### config.mk
export PLATFORM = sky130hd
export DESIGN_NAME = pwm_multi
export DESIGN_NICKNAME = d
export VERILOG_FILES = /design/src/rtl/pwm_pkg.sv /design/src/rtl/pwm_channel.sv /design/src/rtl/pwm_multi.sv
export SDC_FILE = /design/constraint.sdc
export NUM_CORES = 1
export LEC_CHECK = 0
export ABC_AREA = 0
export CORE_ASPECT_RATIO = 1.75
export CORE_MARGIN = 4
export CORE_UTILIZATION = 45
export CTS_BUF_LIST = sky130_fd_sc_hd__clkbuf_16
export DETAILED_ROUTE_END_ITERATION = 8
export PLACE_DENSITY_LB_ADDON = 0.25
export SYNTH_ARGS = -nofsm -noshare
export SYNTH_HDL_FRONTEND = slang
export SYNTH_HIERARCHICAL = 1
export SYNTH_SLANG_ARGS = --single-unit
### constraint.sdc
create_clock -name clk -period 6.35 [get_ports clk]
set_input_delay 0.635 -clock clk [delete_from_list [all_inputs] [get_ports clk]]
set_output_delay 0.635 -clock clk [all_outputs]
set_load 0.02 [all_outputs]
### src/rtl/pwm_pkg.sv
// Shared defaults and helpers for the multi-channel PWM.
package pwm_pkg;

  localparam int unsigned PWM_WIDTH_DEF = 8;
  localparam int unsigned PWM_CH_DEF    = 3;

  typedef logic [PWM_WIDTH_DEF-1:0] pwm_duty_t;

  function automatic int unsigned pwm_max(input int unsigned width);
    return (32'd1 << width) - 32'd1;
  endfunction

endpackage

### src/rtl/pwm_channel.sv
// One PWM channel: shadow/active duty double buffer, pending flag and the
// registered compare against the shared next counter value.
module pwm_channel #(
  parameter int unsigned WIDTH = 8
) (
  input  logic             clk,
  input  logic             rst,
  input  logic             tick,
  input  logic             boundary,
  input  logic [WIDTH-1:0] cnt_next,
  input  logic             load,
  input  logic [WIDTH-1:0] duty_in,
  output logic             pwm_out,
  output logic             pending
);

  logic [WIDTH-1:0] r_shadow;
  logic [WIDTH-1:0] r_active;
  logic             r_pending;
  logic             r_pwm;
  logic [WIDTH-1:0] w_active_nxt;

  // A load landing on the boundary bypasses the shadow and wins over pending.
  always_comb begin
    w_active_nxt = r_active;
    if (boundary) begin
      if (load) begin
        w_active_nxt = duty_in;
      end else if (r_pending) begin
        w_active_nxt = r_shadow;
      end
    end
  end

  always_ff @(posedge clk) begin
    if (rst) begin
      r_shadow  <= '0;
      r_active  <= '0;
      r_pending <= 1'b0;
      r_pwm     <= 1'b0;
    end else begin
      r_active <= w_active_nxt;
      if (load) begin
        r_shadow <= duty_in;
      end
      if (boundary) begin
        r_pending <= 1'b0;
      end else if (load) begin
        r_pending <= 1'b1;
      end
      // Compare against the duty that will be active, so the new period starts clean.
      if (tick) begin
        r_pwm <= (cnt_next < w_active_nxt);
      end
    end
  end

  assign pwm_out = r_pwm;
  assign pending = r_pending;

endmodule

### src/rtl/pwm_multi.sv
// N-channel PWM sharing one period counter (0..2^WIDTH-2) with double-buffered duty.
// Optional tick prescaler enabled by defining PWM_PRESCALE_EN.
module pwm_multi
  import pwm_pkg::*;
#(
  parameter int unsigned CHANNELS   = PWM_CH_DEF,
  parameter int unsigned WIDTH      = PWM_WIDTH_DEF,
  parameter int unsigned PRESCALE_W = 8
) (
  input  logic                      clk,
  input  logic                      rst,
  input  logic [CHANNELS-1:0]       load,
  input  logic [CHANNELS*WIDTH-1:0] duty_in,
`ifdef PWM_PRESCALE_EN
  input  logic [PRESCALE_W-1:0]     prescale,
`endif
  output logic [CHANNELS-1:0]       pwm_out,
  output logic [CHANNELS-1:0]       pending,
  output logic                      period_start
);

  localparam logic [WIDTH-1:0] CNT_LAST = WIDTH'(pwm_max(WIDTH) - 32'd1);

  if (CHANNELS < 1 || CHANNELS > 16 || WIDTH < 4 || WIDTH > 16 || PRESCALE_W < 1) begin : g_bad_param
    $error("pwm_multi: parameter out of range");
  end

  logic             w_tick;
  logic             w_boundary;
  logic [WIDTH-1:0] w_cnt_next;
  logic [WIDTH-1:0] r_cnt;
  logic             r_period_start;

`ifdef PWM_PRESCALE_EN
  logic [PRESCALE_W-1:0] r_pre;

  assign w_tick = (r_pre == '0);

  always_ff @(posedge clk) begin
    if (rst) begin
      r_pre <= '0;
    end else if (w_tick) begin
      r_pre <= prescale;
    end else begin
      r_pre <= r_pre - 1'b1;
    end
  end
`else
  assign w_tick = 1'b1;
`endif

  always_comb begin
    w_cnt_next = r_cnt;
    w_boundary = 1'b0;
    if (w_tick) begin
      if (r_cnt == CNT_LAST) begin
        w_cnt_next = '0;
        w_boundary = 1'b1;
      end else begin
        w_cnt_next = r_cnt + 1'b1;
      end
    end
  end

  always_ff @(posedge clk) begin
    if (rst) begin
      r_cnt          <= '0;
      r_period_start <= 1'b0;
    end else begin
      r_cnt          <= w_cnt_next;
      r_period_start <= w_boundary;
    end
  end

  assign period_start = r_period_start;

  for (genvar c = 0; c < CHANNELS; c++) begin : g_ch
    pwm_channel #(
      .WIDTH(WIDTH)
    ) u_ch (
      .clk      (clk),
      .rst      (rst),
      .tick     (w_tick),
      .boundary (w_boundary),
      .cnt_next (w_cnt_next),
      .load     (load[c]),
      .duty_in  (duty_in[c*WIDTH +: WIDTH]),
      .pwm_out  (pwm_out[c]),
      .pending  (pending[c])
    );
  end

endmodule

==> flow_summary.yaml, run 1 <==
setup_path:
  path_class: "flip-flop to flip-flop"
  required_ns: 6.61
  arrival_ns: 3.40
  crit_fanout: 25
  worstSetupStartpointType: "flip-flop"
  cp-end-kind: "flip-flop"
  r2r_end: "g_ch[2].u_ch/pwm_out$_SDFFE_PP0P_"
  crit_path_start: "r_cnt[4]$_SDFF_PP0_"
  worstRegToRegCells: 11
  r2r-start: "r_cnt[4]$_SDFF_PP0_"
  r2r_slack_ns: 3.20
synthesis:
  synth_seq_cells: 63
  ys_warn_count: 6
  syn_area_sq_um: 3010
  async_flop_share_pct: 0
  ys_seq_area_share_pct: 41.9
  ys_types: 36
  synthFlopType: "dfxtp_1"
  synth-edff-count: 0
  avgSynthCellArea_sq_um: 9.44
  netlist_instances: 319
clock_tree:
  postCtsSetupBuffers: 0
  holdBufCountCts: 0
  cts_tree: "yes"
  cts_buffer_depth: 2
  cts_buffers: 9
  clk_latency_ns: 0.32
  cts.sinks: 63
  cts_htree_levels: 3
  clk_pin_slew_worst_paths_ns: 0.05
  cts_resized: 0
  root_buffer: "clkbuf_16"
grt:
  antenna_found_initial: 0
  overflow: 0
  grt_pass1_wl_microns: 10000
  grt_pass1_vias: 2163
  grt_start_max_net_pins: 64
  grt.total_usage_pct: 15.7
timing:
  rsz0062_at_grt: "false"
  setup_viol: 0
  finClkSkew_ns: 0.00402
  hold_violations: 0
  drv_slew: 0
  period_minus_slack_ns: 3.15
  fin_tns_setup_ns: 0
  timing.final.crit_share_pct: 49.5
  slew_headroom_pct: 25.7
  hold_slack_ns: 0.481
  max_freq_mhz: 318
  worst_pin_slew_ns: 1.11
route:
  via_per_inst: 5.16
  drtPass1Iterations: 5
  wl_microns: 5990
  drt_iter0_drc: 149
  ant_nets: 0
  num_vias: 2285
  routedWlPerCell_microns: 13.5
  drc: 0
worst_hold_path:
  hold_start: "g_ch[2].u_ch/r_active[5]$_SDFF_PP0_"
  whs_endpoint: "g_ch[2].u_ch/r_active[5]$_SDFF_PP0_"
  worstHoldPathType: "flip-flop to flip-flop"
  hold_depth: 2
final_layout:
  fin_nets: 408
  drive_above_1_share_pct: 11.4
  diodes: 0
  syn_to_final_growth_pct: 22.7
pwr:
  finalPower_mw: 1.02
  vdd_drop_max_mv: 0.263
  p_leak_nw: 1.63
  power_density_nw_per_um2: 277
die:
  core_area_sq_um: 6540
  pin_count: 36
  rows: 39
  die_h_microns: 116
  initial_utilization_pct: 46.1
  design.die.area_sq_um: 8120
  die_w_microns: 69.9
flow_run:
  maxCapViolCount: 0
place:
  gp_congestion: 0.767
  portBuffers: 35
  dp_hpwl_microns: 4300
run_status:
  status: "finished, final reports clean"
sequential cells by signal (all words and copies together), names as in the netlist:
register / cells
g_ch.u_ch/pending: 3
g_ch.u_ch/pwm_out: 3
g_ch.u_ch/r_active: 24
g_ch.u_ch/r_shadow: 24
period_start: 1
r_cnt: 8
logic make-up after synthesis:
| kind of cell | count (synthesis) | share of synthesized area [%] |
|---|---|---|
| AO/OA/AOI/OAI | 62 | 15.0 |
| XOR/XNOR | 3 | 0.872 |
| adder cells (fa/ha/maj) | 23 | 9.55 |
| buffers and inverters | 19 | 3.99 |
| flip-flops | 63 | 41.9 |
| multiplexers | 26 | 8.64 |
| other | 1 | 0.124 |
| AND/OR/NAND/NOR | 122 | 20.0 |
layer usage:
layer	vias up	track usage (%)	routed length (microns)
met3	5	5.43	257
met2	41	28.1	3160
li1	1188	-	-
met4	0	6.52	65
met5	-	0	0
met1	1051	16.9	2510
report_power, final:
part	internal, mW	leakage (nW)	switching, mW	total (mW)
Clock	0.340	0.153	0.167	0.507
Combinational	0.0506	0.960	0.0481	0.0988
Sequential	0.410	0.514	0.00894	0.419
synthesized netlist by cell type (all sizes together), types with 2 or more instances:
cell / n / area (sq um)
a211o: 3 / 26.3
mux2i: 26 / 260
a21o: 3 / 22.5
clkbuf: 3 / 11.3
xor2: 2 / 17.5
a32oi: 3 / 26.3
nand3: 7 / 35.0
a31oi: 4 / 25.0
or2: 3 / 18.8
nand2b: 6 / 37.5
buf: 12 / 93.8
a21oi: 32 / 205
nor2: 77 / 289
a31o: 3 / 26.3
dfxtp: 63 / 1260
a2111oi: 3 / 45.0
o21ai: 9 / 56.3
and4: 2 / 20.0
nor3: 10 / 60.1
ha: 23 / 288
nor4: 2 / 12.5
nand2: 8 / 30.0
inv: 4 / 15.0
or2b: 3 / 22.5
nand4b: 3 / 71.3
worst max-delay path: stages (launching register included):
cell     delay (ns)
dfxtp_1        0.41
and4_4         0.26
and4_1         0.38
buf_4          0.37
o21ai_2        0.25
nor2_1         0.18
a21oi_1        0.07
ha_1           0.31
a211o_1        0.30
or2_0          0.21
a31o_1         0.21
a21oi_2        0.11
stage by stage:
step	setup slack, ns	instances	cell area (sq um)	util [%]
global route	2.96	443	3700	56.5
global placement	2.99	427	3380	51.7
finish	3.20	443	3700	56.5
detailed placement	2.90	427	3380	51.7
floorplan	3.66	324	3030	-
CTS	3.18	443	3700	56.5
how the worst max path moves through the flow:
stage / to / slack, ns
floorplan: g_ch[0].u_ch/pwm_out$_SDFFE_PP0P_ / 3.66
global placement: g_ch[0].u_ch/pwm_out$_SDFFE_PP0P_ / 2.99
detailed placement: g_ch[2].u_ch/pwm_out$_SDFFE_PP0P_ / 2.90
CTS: g_ch[2].u_ch/pwm_out$_SDFFE_PP0P_ / 3.18
global route: g_ch[2].u_ch/pwm_out$_SDFFE_PP0P_ / 2.96
finish: g_ch[2].u_ch/pwm_out$_SDFFE_PP0P_ / 3.20
layout make-up:
class                   count  area, sq um
fillers                   580         2840
clock inverters             7         88.8
clock buffers               9          225
multi-input cells         242         1650
repair buffers             36          353
inverters                   4         15.0
flip-flops and latches     63         1260
well taps                  82          103
placed cells by master (no fill, tap or decap), types with 7 or more instances in the layout:
| cell type | count |
|---|---|
| nand2_1 | 8 |
| mux2i_1 | 26 |
| nor2_1 | 77 |
| a21oi_1 | 20 |
| clkbuf_16 | 9 |
| clkdlybuf4s50_1 | 34 |
| a21oi_2 | 12 |
| dfxtp_1 | 63 |
| nand3_1 | 7 |
| nor3_1 | 8 |
| ha_1 | 23 |
(Power assumes the default switching activity.)
==> inputs of run 2 (changes only) <==
- clock period: 6.35 -> 3 ns (I/O delays scaled with it)
==> flow_summary.yaml, run 2 (same netlist as run 1, synthesis figures left out) <==
run_status:
  status: "finished, final reports clean"
route:
  drc: 0
  drt_iter0_drc: 91
  ant_nets: 0
  drtPass1Iterations: 4
  wl_microns: 6190
  num_vias: 2345
  routedWlPerCell_microns: 13.6
  via_per_inst: 5.15
clock_tree:
  clk_pin_slew_worst_paths_ns: 0.05
  holdBufCountCts: 0
  cts_buffer_depth: 2
  cts_buffers: 9
  clk_latency_ns: 0.33
  cts_htree_levels: 3
  cts_resized: 0
  cts.sinks: 63
  postCtsSetupBuffers: 0
  cts_tree: "yes"
  root_buffer: "clkbuf_16"
place:
  dp_hpwl_microns: 4620
  gp_congestion: 0.768
  dpl_cell_area_sq_um: 3480
  dp.cells: 440
  portBuffers: 35
setup_path:
  cpMaxStageDelayCell: "and4_1"
  worstSetupStartpointType: "flip-flop"
  crit_fanout: 12
  path_cells: "and4_4, and4_1, o21ai_2, buf_4, nor2_1, a21oi_2, ha_1, a211o_1, or2_0, a31o_1, a21oi_2"
  path_class: "flip-flop to flip-flop"
  required_ns: 3.27
  slowest_delay_ns: 0.42
  cp-end-kind: "flip-flop"
  cp_top_family: "simple AND/OR/NAND/NOR gates"
  r2r-start: "r_cnt[4]$_SDFF_PP0_"
  crit_path_start: "r_cnt[4]$_SDFF_PP0_"
  arrival_ns: 2.96
  crit_path_frequent_cell: "a21oi_2"
  crit_buf_inv: 1
timing:
  fin_tns_setup_ns: 0
  slew_headroom_pct: 42.6
  max_freq_mhz: 372
  period_minus_slack_ns: 2.69
  rsz0062_at_grt: "false"
  finClkSkew_ns: 0.00648
  setup_viol: 0
  timing.final.crit_share_pct: 89.7
  worst_pin_slew_ns: 0.861
  hold_violations: 0
  drv_slew: 0
final_layout:
  regArea_sq_um: 1260
  stdcell_count: 455
  diodes: 0
  fin_nets: 421
  final_common_cell: "nor2_1"
  final_cell_mix: "nor2_1, dfxtp_1, clkdlybuf4s50_1"
  syn_to_final_growth_pct: 23.9
  fin_area_sq_um: 3730
  filler_cell_count: 638
  top_regs: "g_ch.u_ch/r_active (24), g_ch.u_ch/r_shadow (24), r_cnt (8)"
  multiInputGateArea_sq_um: 1650
  utilization_pct: 57.1
  drive_above_1_share_pct: 13.7
grt:
  grt_pass1_vias: 2293
  antenna_found_initial: 0
  grt_start_max_net_pins: 48
  grt_pass1_wl_microns: 10500
  overflow: 0
  grt.total_usage_pct: 16.7
pwr:
  p_leak_nw: 1.66
  finalPower_mw: 1.99
  power_density_nw_per_um2: 532
  vdd_drop_max_mv: 0.356
flow_run:
  maxCapViolCount: 0
die:
  design.die.area_sq_um: 8120
  pin_count: 36
  initial_utilization_pct: 46.1
  die_h_microns: 116
  core_area_sq_um: 6540
  die_w_microns: 69.9
  rows: 39
worst_hold_path:
  worstHoldPathType: "flip-flop to flip-flop"
  hold_start: "g_ch[2].u_ch/r_shadow[5]$_SDFFE_PP0P_"
==> run 2: cell count changes in the layout (fill, tap and decap cells not counted) <==
cell / change
clkinv_1: +3
clkinvlp_4: -1
inv_1: -1
bufinv_16: -2
buf_4: +13
==> run 2: area by class of cell <==
| type | instances | area share, % |
|---|---|---|
| clock buffers | 9 | 6.03 |
| multi-input cells | 242 | 44.2 |
| well taps | 82 | 2.75 |
| flip-flops and latches | 63 | 33.8 |
| inverters | 4 | 0.402 |
| clock inverters | 6 | 0.771 |
| repair buffers | 49 | 12.1 |
==> run 2: final timing paths <==
check / to / slack (ns) / depth (start not counted)
worst min register to register: g_ch[2].u_ch/r_shadow[5]$_SDFFE_PP0P_ / 0.48 / 2
worst max-delay path: g_ch[2].u_ch/pwm_out$_SDFFE_PP0P_ / 0.31 / 11
worst max register to register: g_ch[2].u_ch/pwm_out$_SDFFE_PP0P_ / 0.31 / 11
worst min-delay path: g_ch[2].u_ch/r_shadow[5]$_SDFFE_PP0P_ / 0.48 / 2
==> run 2: through the flow <==
step | worst slack (ns) | hold WS (ns)
2_1_floorplan | 0.310 | 0.447
3_3_place_gp | 0.250 | 0.466
3_5_place_dp | 0.247 | 0.475
4_1_cts | 0.310 | 0.487
5_1_grt | 0.131 | 0.509
6_report | 0.310 | 0.485
==> run 2: tightest hold or removal path, stage by stage, from the launching register on <==
cell     delay (ns)
dfxtp_1        0.30
mux2i_1        0.07
nor2_1         0.08
==> run 2: per-layer routing <==
| layer | track usage [%] | vias to the layer above | share of wire, % |
|---|---|---|---|
| li1 | - | 1213 | - |
| met1 | 17.9 | 1082 | 41 |
| met2 | 28.6 | 36 | 52 |
| met3 | 4.74 | 14 | 3.4 |
| met4 | 11.0 | 0 | 3.8 |
| met5 | 0 | - | 0 |
==> run 2: power breakdown <==
group	internal [mW]	total [mW]	switching, mW
Clock	0.540	0.885	0.345
Sequential	0.868	0.885	0.0175
Combinational	0.111	0.216	0.105
Total	1.52	1.99	0.468
